--- src/rtl/incr_decr_scan_if.sv ---
// Request handshake between a requester and the incr_decr_scan unit.
// The requester holds data_in/a_s/val_op until op_ack, then waits for op_commit.
interface incr_decr_scan_if #(
    parameter int WIDTH = 8
);
    logic [WIDTH-1:0] data_in;
    logic             a_s;
    logic             val_op;
    logic             op_ack;
    logic             op_commit;
    logic [WIDTH-1:0] data_out;

    modport master (
        output data_in, a_s, val_op,
        input  op_ack, op_commit, data_out
    );

    modport slave (
        input  data_in, a_s, val_op,
        output op_ack, op_commit, data_out
    );
endinterface

--- src/rtl/incr_decr_scan.sv ---
// Increment/decrement leaf unit with a four-state request FSM.
// Every flop is on one scan chain: {op_commit, op_ack, state, op_reg, operand, data_out}.
module incr_decr_scan #(
    parameter int WIDTH = 8
) (
    input  logic               clk,
    input  logic               reset,
    incr_decr_scan_if.slave    bus,
    input  logic               sen,
    input  logic               scan_ce,
    input  logic               sin,
    output logic               sout
);
    localparam int CHAIN = 2 * WIDTH + 5;

    localparam logic [1:0] IDLE   = 2'b00;
    localparam logic [1:0] ACK    = 2'b01;
    localparam logic [1:0] CALC   = 2'b10;
    localparam logic [1:0] COMMIT = 2'b11;

    logic [1:0]       state, state_nxt;
    logic [WIDTH-1:0] operand, operand_nxt;
    logic [WIDTH-1:0] result, result_nxt;
    logic             op_reg, op_reg_nxt;
    logic             ack, ack_nxt;
    logic             commit, commit_nxt;
    logic [CHAIN-1:0] chain;

    // Modulo-2^WIDTH step; wrap-around is intentional, no carry/borrow is kept.
    function automatic logic [WIDTH-1:0] step(input logic [WIDTH-1:0] v, input logic up);
        return up ? v + WIDTH'(1) : v - WIDTH'(1);
    endfunction

    assign chain = {commit, ack, state, op_reg, operand, result};
    assign sout  = chain[0];

    assign bus.op_ack    = ack;
    assign bus.op_commit = commit;
    assign bus.data_out  = result;

    always_ff @(posedge clk) begin
        if (reset) begin
            state   <= IDLE;
            operand <= '0;
            op_reg  <= 1'b0;
            result  <= '0;
            ack     <= 1'b0;
            commit  <= 1'b0;
        end else if (scan_ce) begin
            // scan_ce freezes the function; sen chooses shift over hold.
            if (sen) begin
                {commit, ack, state, op_reg, operand, result} <= {sin, chain[CHAIN-1:1]};
            end
        end else begin
            state   <= state_nxt;
            operand <= operand_nxt;
            op_reg  <= op_reg_nxt;
            result  <= result_nxt;
            ack     <= ack_nxt;
            commit  <= commit_nxt;
        end
    end

    always_comb begin
        state_nxt = state;
        case (state)
            IDLE:    if (bus.val_op) state_nxt = ACK;
            ACK:     state_nxt = CALC;
            CALC:    state_nxt = COMMIT;
            default: state_nxt = IDLE;
        endcase
    end

    always_comb begin
        operand_nxt = operand;
        op_reg_nxt  = op_reg;
        result_nxt  = result;
        ack_nxt     = 1'b0;
        commit_nxt  = 1'b0;
        case (state)
            IDLE: begin
                if (bus.val_op) begin
                    operand_nxt = bus.data_in;
                    op_reg_nxt  = bus.a_s;
                    ack_nxt     = 1'b1;
                end
            end
            CALC: begin
                result_nxt = step(operand, op_reg);
                commit_nxt = 1'b1;
            end
            default: ;
        endcase
    end
endmodule

--- src/flat_wrapper.sv ---
// flat-port wrapper written by rule: the top's interface ports become plain ports
module incr_decr_scan_flat 
#(
    parameter int WIDTH = 8
)
  (clk, reset, sen, scan_ce, sin, sout, bus_data_in, bus_a_s, bus_val_op, bus_op_ack, bus_op_commit, bus_data_out);
  incr_decr_scan_if #(.WIDTH(WIDTH)) bus_i ();
  input  logic clk;
  input  logic reset;
  input  logic sen;
  input  logic scan_ce;
  input  logic sin;
  output logic sout;
  input wire logic [$bits(bus_i.data_in)-1:0] bus_data_in;
  input wire logic [$bits(bus_i.a_s)-1:0] bus_a_s;
  input wire logic [$bits(bus_i.val_op)-1:0] bus_val_op;
  output wire logic [$bits(bus_i.op_ack)-1:0] bus_op_ack;
  output wire logic [$bits(bus_i.op_commit)-1:0] bus_op_commit;
  output wire logic [$bits(bus_i.data_out)-1:0] bus_data_out;
  assign bus_i.data_in = bus_data_in;
  assign bus_i.a_s = bus_a_s;
  assign bus_i.val_op = bus_val_op;
  assign bus_op_ack = bus_i.op_ack;
  assign bus_op_commit = bus_i.op_commit;
  assign bus_data_out = bus_i.data_out;
  incr_decr_scan #(.WIDTH(WIDTH)) u_core (.clk(clk), .reset(reset), .bus(bus_i), .sen(sen), .scan_ce(scan_ce), .sin(sin), .sout(sout));
endmodule
--- config.mk ---
export PLATFORM = sky130hd
export DESIGN_NAME = incr_decr_scan_flat
export DESIGN_NICKNAME = d
export VERILOG_FILES = /design/src/rtl/incr_decr_scan_if.sv /design/src/rtl/incr_decr_scan.sv /design/src/flat_wrapper.sv
export SDC_FILE = /design/constraint.sdc
export NUM_CORES = 1
export LEC_CHECK = 0
export CORE_MARGIN = 2
export CORE_UTILIZATION = 50
export CTS_BUF_LIST = sky130_fd_sc_hd__clkbuf_16
export CTS_CLUSTER_DIAMETER = 50
export DETAILED_ROUTE_END_ITERATION = 8
export HOLD_SLACK_MARGIN = 0.08
export MAX_ROUTING_LAYER = met4
export PLACE_DENSITY = 0.78
export SETUP_SLACK_MARGIN = 0.1
export SLEW_MARGIN = 20
export SYNTH_ARGS = -nofsm -noshare
export SYNTH_HDL_FRONTEND = slang
export SYNTH_SLANG_ARGS = --single-unit
--- constraint.sdc ---
create_clock -name clk -period 2.1 [get_ports clk]
set_input_delay 0.42 -clock clk [delete_from_list [all_inputs] [get_ports clk]]
set_output_delay 0.42 -clock clk [all_outputs]
set_load 0.005 [all_outputs]
Word level (Yosys, flattened, before mapping)
Index checks and enable logic that the tools add are counted.
{"block": "op_classes", "n_mux": 23, "n_eq_ne": 4, "add_sub_neg": 2, "n_reduce_logical": 7}
{"operator": "8-bit 2-to-1 mux", "n": 8}
{"operator": "1-bit 2-to-1 mux", "n": 11}
{"operator": "8-bit by 1-bit adder with 8-bit output, second input constant", "n": 1}
{"operator": "8-bit by 1-bit subtractor with 8-bit output, second input constant", "n": 1}
{"operator": "2-bit 2-to-1 mux", "n": 3}
{"operator": "2-bit one-hot mux with 3 select lines", "n": 1}
{"operator": "2-bit nonzero test", "n": 3}
{"operator": "2-bit AND reduction", "n": 2}
{"operator": "3-bit inequality test, second input constant", "n": 1}
{"operator": "3-bit AND reduction", "n": 1}
{"operator": "2-bit by 1-bit == test with 1-bit output, second input constant", "n": 1}
{"operator": "2-bit == test, second input constant", "n": 1}
{"operator": "2-bit logical NOT", "n": 1}
{"operator": "2-bit inequality test, second input constant", "n": 1}
{"block": "totals", "regBits": 21, "in_bits": 15}

Depth between registers and ports, before layout
Gate-level depths: netlist (run 1).
{"block": "depth", "word_depth": 4, "mapped_depth": 7, "mapped_depth_nobuf": 7}

Least setup slack after synthesis (run 1)
OpenSTA, ideal clock, no wires.
{"block": "synth_path", "kind": "register -> register", "from": "reg u_core.op_reg", "to": "reg u_core.result[7], in the netlist u_core.bus.data_out[7]", "path_stages_with_launch": 7, "required_ns": 1.997, "arrival_time_ns": 1.767, "setup_time_ns": 0.103, "setup_slack_ns": 0.229, "cell_sequence": "dfxtp_1 inv_1 ha_1 a211o_1 a22oi_2 xnor2_1 a2111oi_2"}
{"block": "synth_between", "elab_chain_cells": 3}
{"item": "start, declared", "line_no": "incr_decr_scan.sv:24", "text": "logic op_reg, op_reg_nxt;"}
{"item": "start signal, assigned", "line_no": "incr_decr_scan.sv:52", "text": "{commit, ack, state, op_reg, operand, result} <= {sin, chain[CHAIN-1:1]};"}
{"item": "start signal, assigned", "line_no": "incr_decr_scan.sv:57", "text": "op_reg <= op_reg_nxt;"}
{"item": "8-bit 2-to-1 mux", "line_no": "incr_decr_scan.sv:31", "text": "return up ? v + WIDTH'(1) : v - WIDTH'(1);"}
{"item": "8-bit 2-to-1 mux", "line_no": "incr_decr_scan.sv:80", "text": "case (state)"}
{"item": "8-bit 2-to-1 mux", "line_no": "incr_decr_scan.sv:49", "text": "end else if (scan_ce) begin"}
{"item": "end signal, assigned", "line_no": "incr_decr_scan.sv:52"}
{"item": "end signal, assigned", "line_no": "incr_decr_scan.sv:58", "text": "result <= result_nxt;"}
{"item": "end, declared", "line_no": "incr_decr_scan.sv:23", "text": "logic [WIDTH-1:0] result, result_nxt;"}
No other way between the ends. The select of a mux whose other input is x is not followed.
A chain may end at the register's enable or synchronous reset.

Worst setup path after layout (run 1)
Same ends and word-level chain as after synthesis.

==> metrics.csv, run 1 <==
stage;metric;value;unit
pwr;NetSw;401;uW
floorplan;Die Ht;54.5;um
timing;RSZ-0062 raised after global routing;no;
critical_path;RR Startpoint;u_core.op_reg;
floorplan;die width;54.5;um
detailed_routing;vias per cell;5.73;
clocking;Clock Sinks;21;
pwr;combinational power share;32.9;%
flow_run;max cap viols;0;
yosys;post-synth top area share;32.9;%
yosys;Syn Area/Cell;8.81;sq um
critical_path;CP Data Arrival Time;2.03;ns
yosys;Async SR Flop Fraction;0;%
layout;layout cells sized above 1;12.9;%
yosys;syn_nets;169;
placed_design;Placed Cells incl. Taps;197;
pwr;Flop pwr share;36.6;%
yosys;Yosys cell types;35;
timing;Slew @ Worst Pin;0.537;ns
pwr;peak supply drop;0.000588;V
timing;fmax;529;MHz
pwr;power consumption;1.32;mW
layout;ANT cells;0;
timing;Fin. Hold Viols;0;
yosys;synthesized area;1280;sq um
floorplan;Core Area;2450;sq um
detailed_routing;initial drt markers;27;
layout;Area growth syn-to-layout;31.9;%
global_routing;vias in the first global route;1070;
yosys;synth warn;0;
yosys;Seq/Total Area, Yosys;32.9;%
pwr;total internal power;916;uW
clocking;Setup Buffers After CTS;0;
global_routing;first-pass GRT wire length;4.69;mm
layout;final instance area;1690;sq um
detailed_routing;vias;1151;
placed_design;pre-CTS setup slack;0.0187;ns
floorplan;Initial Util;52.0;%
clocking;clk buf depth;2;
pwr;switching part of the total;30.4;%
hold_path;hold_sp;u_core.bus.data_out[2];
global_routing;antenna violations before repair;0;
clocking;CTS buffer count;3;
detailed_routing;final wirelength;2.91;mm
global_routing;grt ovf;0;
yosys;Top FF cell, synth;dfxtp_1;
detailed_routing;number of remaining DRC errors;0;
yosys;top cells by area, synth;dfxtp_1, mux2i_1, a211oi_1, nor2_1, ha_1;
critical_path;critical path type;reg -> reg;
clocking;Post-CTS Hold Fix Bufs;0;
floorplan;die area;2980;sq um
timing;Final Setup Violations;0;
yosys;post-synth top area cell;dfxtp_1;
clocking;latest clock arrival within the worst-skew pair;0.25;ns
timing;Tmin final;1.89;ns
floorplan;row count;18;
critical_path;worst setup path startpoint;u_core.op_reg;
critical_path;Startpoint Class;flip-flop;
critical_path;worst-path maximum fanout;7;
layout;Post-Layout Cell Count;201;
pwr;PwrDens;782;nW/um^2
layout;Final Core Density;68.7;%
placed_design;IO Port Bufs;25;
yosys;register bit total from synthesis;21;
detailed_routing;Routed Antenna Nets;0;
global_routing;GRT Overall Usage;22.5;%
yosys;Post-Syn Instances;145;
global_routing;largest net degree at the start of global routing;19;
timing;hold slack;0.514;ns
timing;fin worst setup slack;0.211;ns
critical_path;crit path capture type;flip-flop;
placed_design;gp weighted congestion;0.903;
detailed_routing;First-pass DRT Iterations;4;
clocking;CTS tree;yes;
clocking;clock slew at reported path FFs;0.06;ns
clocking;H-tree depth;1;
layout;final net count;196;
timing;Final Skew;0.00143;ns
timing;Final Cycle Share;90.0;%
clocking;CTS root buf;clkbuf_16;
hold_path;Hold WC Path Type;reg -> reg;
pwr;Lkg Pwr;0.689;nW
floorplan;I/O pin total;26;
run_status;outcome;finished clean;
yosys;EDFF count, synth;0;
pwr;Clock Power Share;30.5;%
timing;Slew Limit Headroom;64.1;%
detailed_routing;Avg WL per Cell;14.5;um
timing;Slew Viols, Final;0;
timing;Total Neg Setup Slack;0;ns
placed_design;hpwl dp;2.21;mm
critical_path;WP data required;2.24;ns
placed_design;Placed Instance Area;1580;sq um
power by group through the flow:
| stage | logic [mW] | clock network (mW) | registers [mW] |
|---|---|---|---|
| after global placement | 0.398 | 0 | 0.484 |
| after global routing | 0.480 | 0.422 | 0.488 |
| after CTS | 0.418 | 0.408 | 0.480 |
| after floorplan | 0.282 | 0 | 0.479 |
| after detailed placement | 0.413 | 0 | 0.487 |
| final | 0.433 | 0.402 | 0.482 |
cell families after synthesis:
| family | Yosys count | synth area share (%) |
|---|---|---|
| buffers and inverters | 15 | 5.09 |
| XOR/XNOR | 6 | 4.11 |
| AND/OR/NAND/NOR | 38 | 12.5 |
| multiplexers | 16 | 12.5 |
| adder cells (fa/ha/maj) | 9 | 9.40 |
| flip-flops | 21 | 32.9 |
| AO/OA/AOI/OAI | 40 | 23.4 |
worst paths after layout:
kind | endpoint | slack, ns | depth (start not counted)
max reg2reg | u_core.bus.data_out[7] | 0.21 | 6
max | u_core.bus.data_out[7] | 0.21 | 6
min reg2reg | u_core.bus.data_out[2] | 0.51 | 2
min | u_core.bus.data_out[2] | 0.51 | 2
cells in the final DEF (no fill, tap or decap), types with 2 or more instances in the layout:
| cell type | count |
|---|---|
| a2111oi_2 | 2 |
| a211oi_1 | 13 |
| a21o_1 | 2 |
| a21oi_1 | 8 |
| buf_4 | 4 |
| clkbuf_16 | 3 |
| clkdlybuf4s50_1 | 25 |
| dfxtp_1 | 20 |
| ha_1 | 6 |
| inv_1 | 6 |
| mux2i_1 | 16 |
| nand2_1 | 3 |
| nand3_1 | 2 |
| nor2_1 | 27 |
| nor3_1 | 2 |
| o21ai_2 | 2 |
| o21bai_1 | 2 |
| xnor2_1 | 2 |
| xor2_1 | 4 |
repair_timing:
item | CTS | global route
setup endpoints to repair | 3 | 3
pin swaps | 0 | 2
resized for setup | 2 | 7
metal layers:
metal  track usage, %  up-vias  routed length, um
met5                -        -                  0
met3             6.01        0                130
met2             39.0       37               1500
met1             27.1      535               1280
met4             2.08        0                  0
li1                 -      579                  -
Yosys cell counts, types with 2 or more instances:
cell type and count:
a21o_1 2, buf_2 3, a2111oi_0 2, o21ai_0 2
a211oi_1 14, inv_1 7, clkbuf_1 2, nor2_1 27
xnor2_1 2, ha_1 8, a21oi_1 8, a2111oi_2 2
mux2i_1 16, xor2_1 4, dfxtp_1 21, nand3_1 2
nand2_1 3, o21bai_1 2, nor3_1 2
critical path: stages (launching register included):
cell	delay (ns)
dfxtp_2	0.38
inv_4	0.08
ha_2	0.33
a211o_1	0.33
a22oi_2	0.19
xnor2_1	0.10
a2111oi_2	0.36
area by class of cell:
class	instances	area [sq um]
Clock buffer	3	75.1
Sequential cell	21	422
Clock inverter	1	5.00
Tap cell	30	37.5
Inverter	7	28.8
Fill cell	197	769
Multi-Input combinational cell	109	817
Timing Repair Buffer	30	300
Note: power is estimated with default switching activity, not from simulation.
==> inputs of run 2 (changes only) <==
--- a/config.mk
+++ b/config.mk
@@ -14,7 +14,7 @@
 export MAX_ROUTING_LAYER = met4
 export PLACE_DENSITY = 0.78
 export SETUP_SLACK_MARGIN = 0.1
-export SLEW_MARGIN = 20
+export SLEW_MARGIN = 30
 export SYNTH_ARGS = -nofsm -noshare
 export SYNTH_HDL_FRONTEND = slang
 export SYNTH_SLANG_ARGS = --single-unit
==> results of run 2 <==
The final DEF is identical to that of run 1; final timing and power are the same.
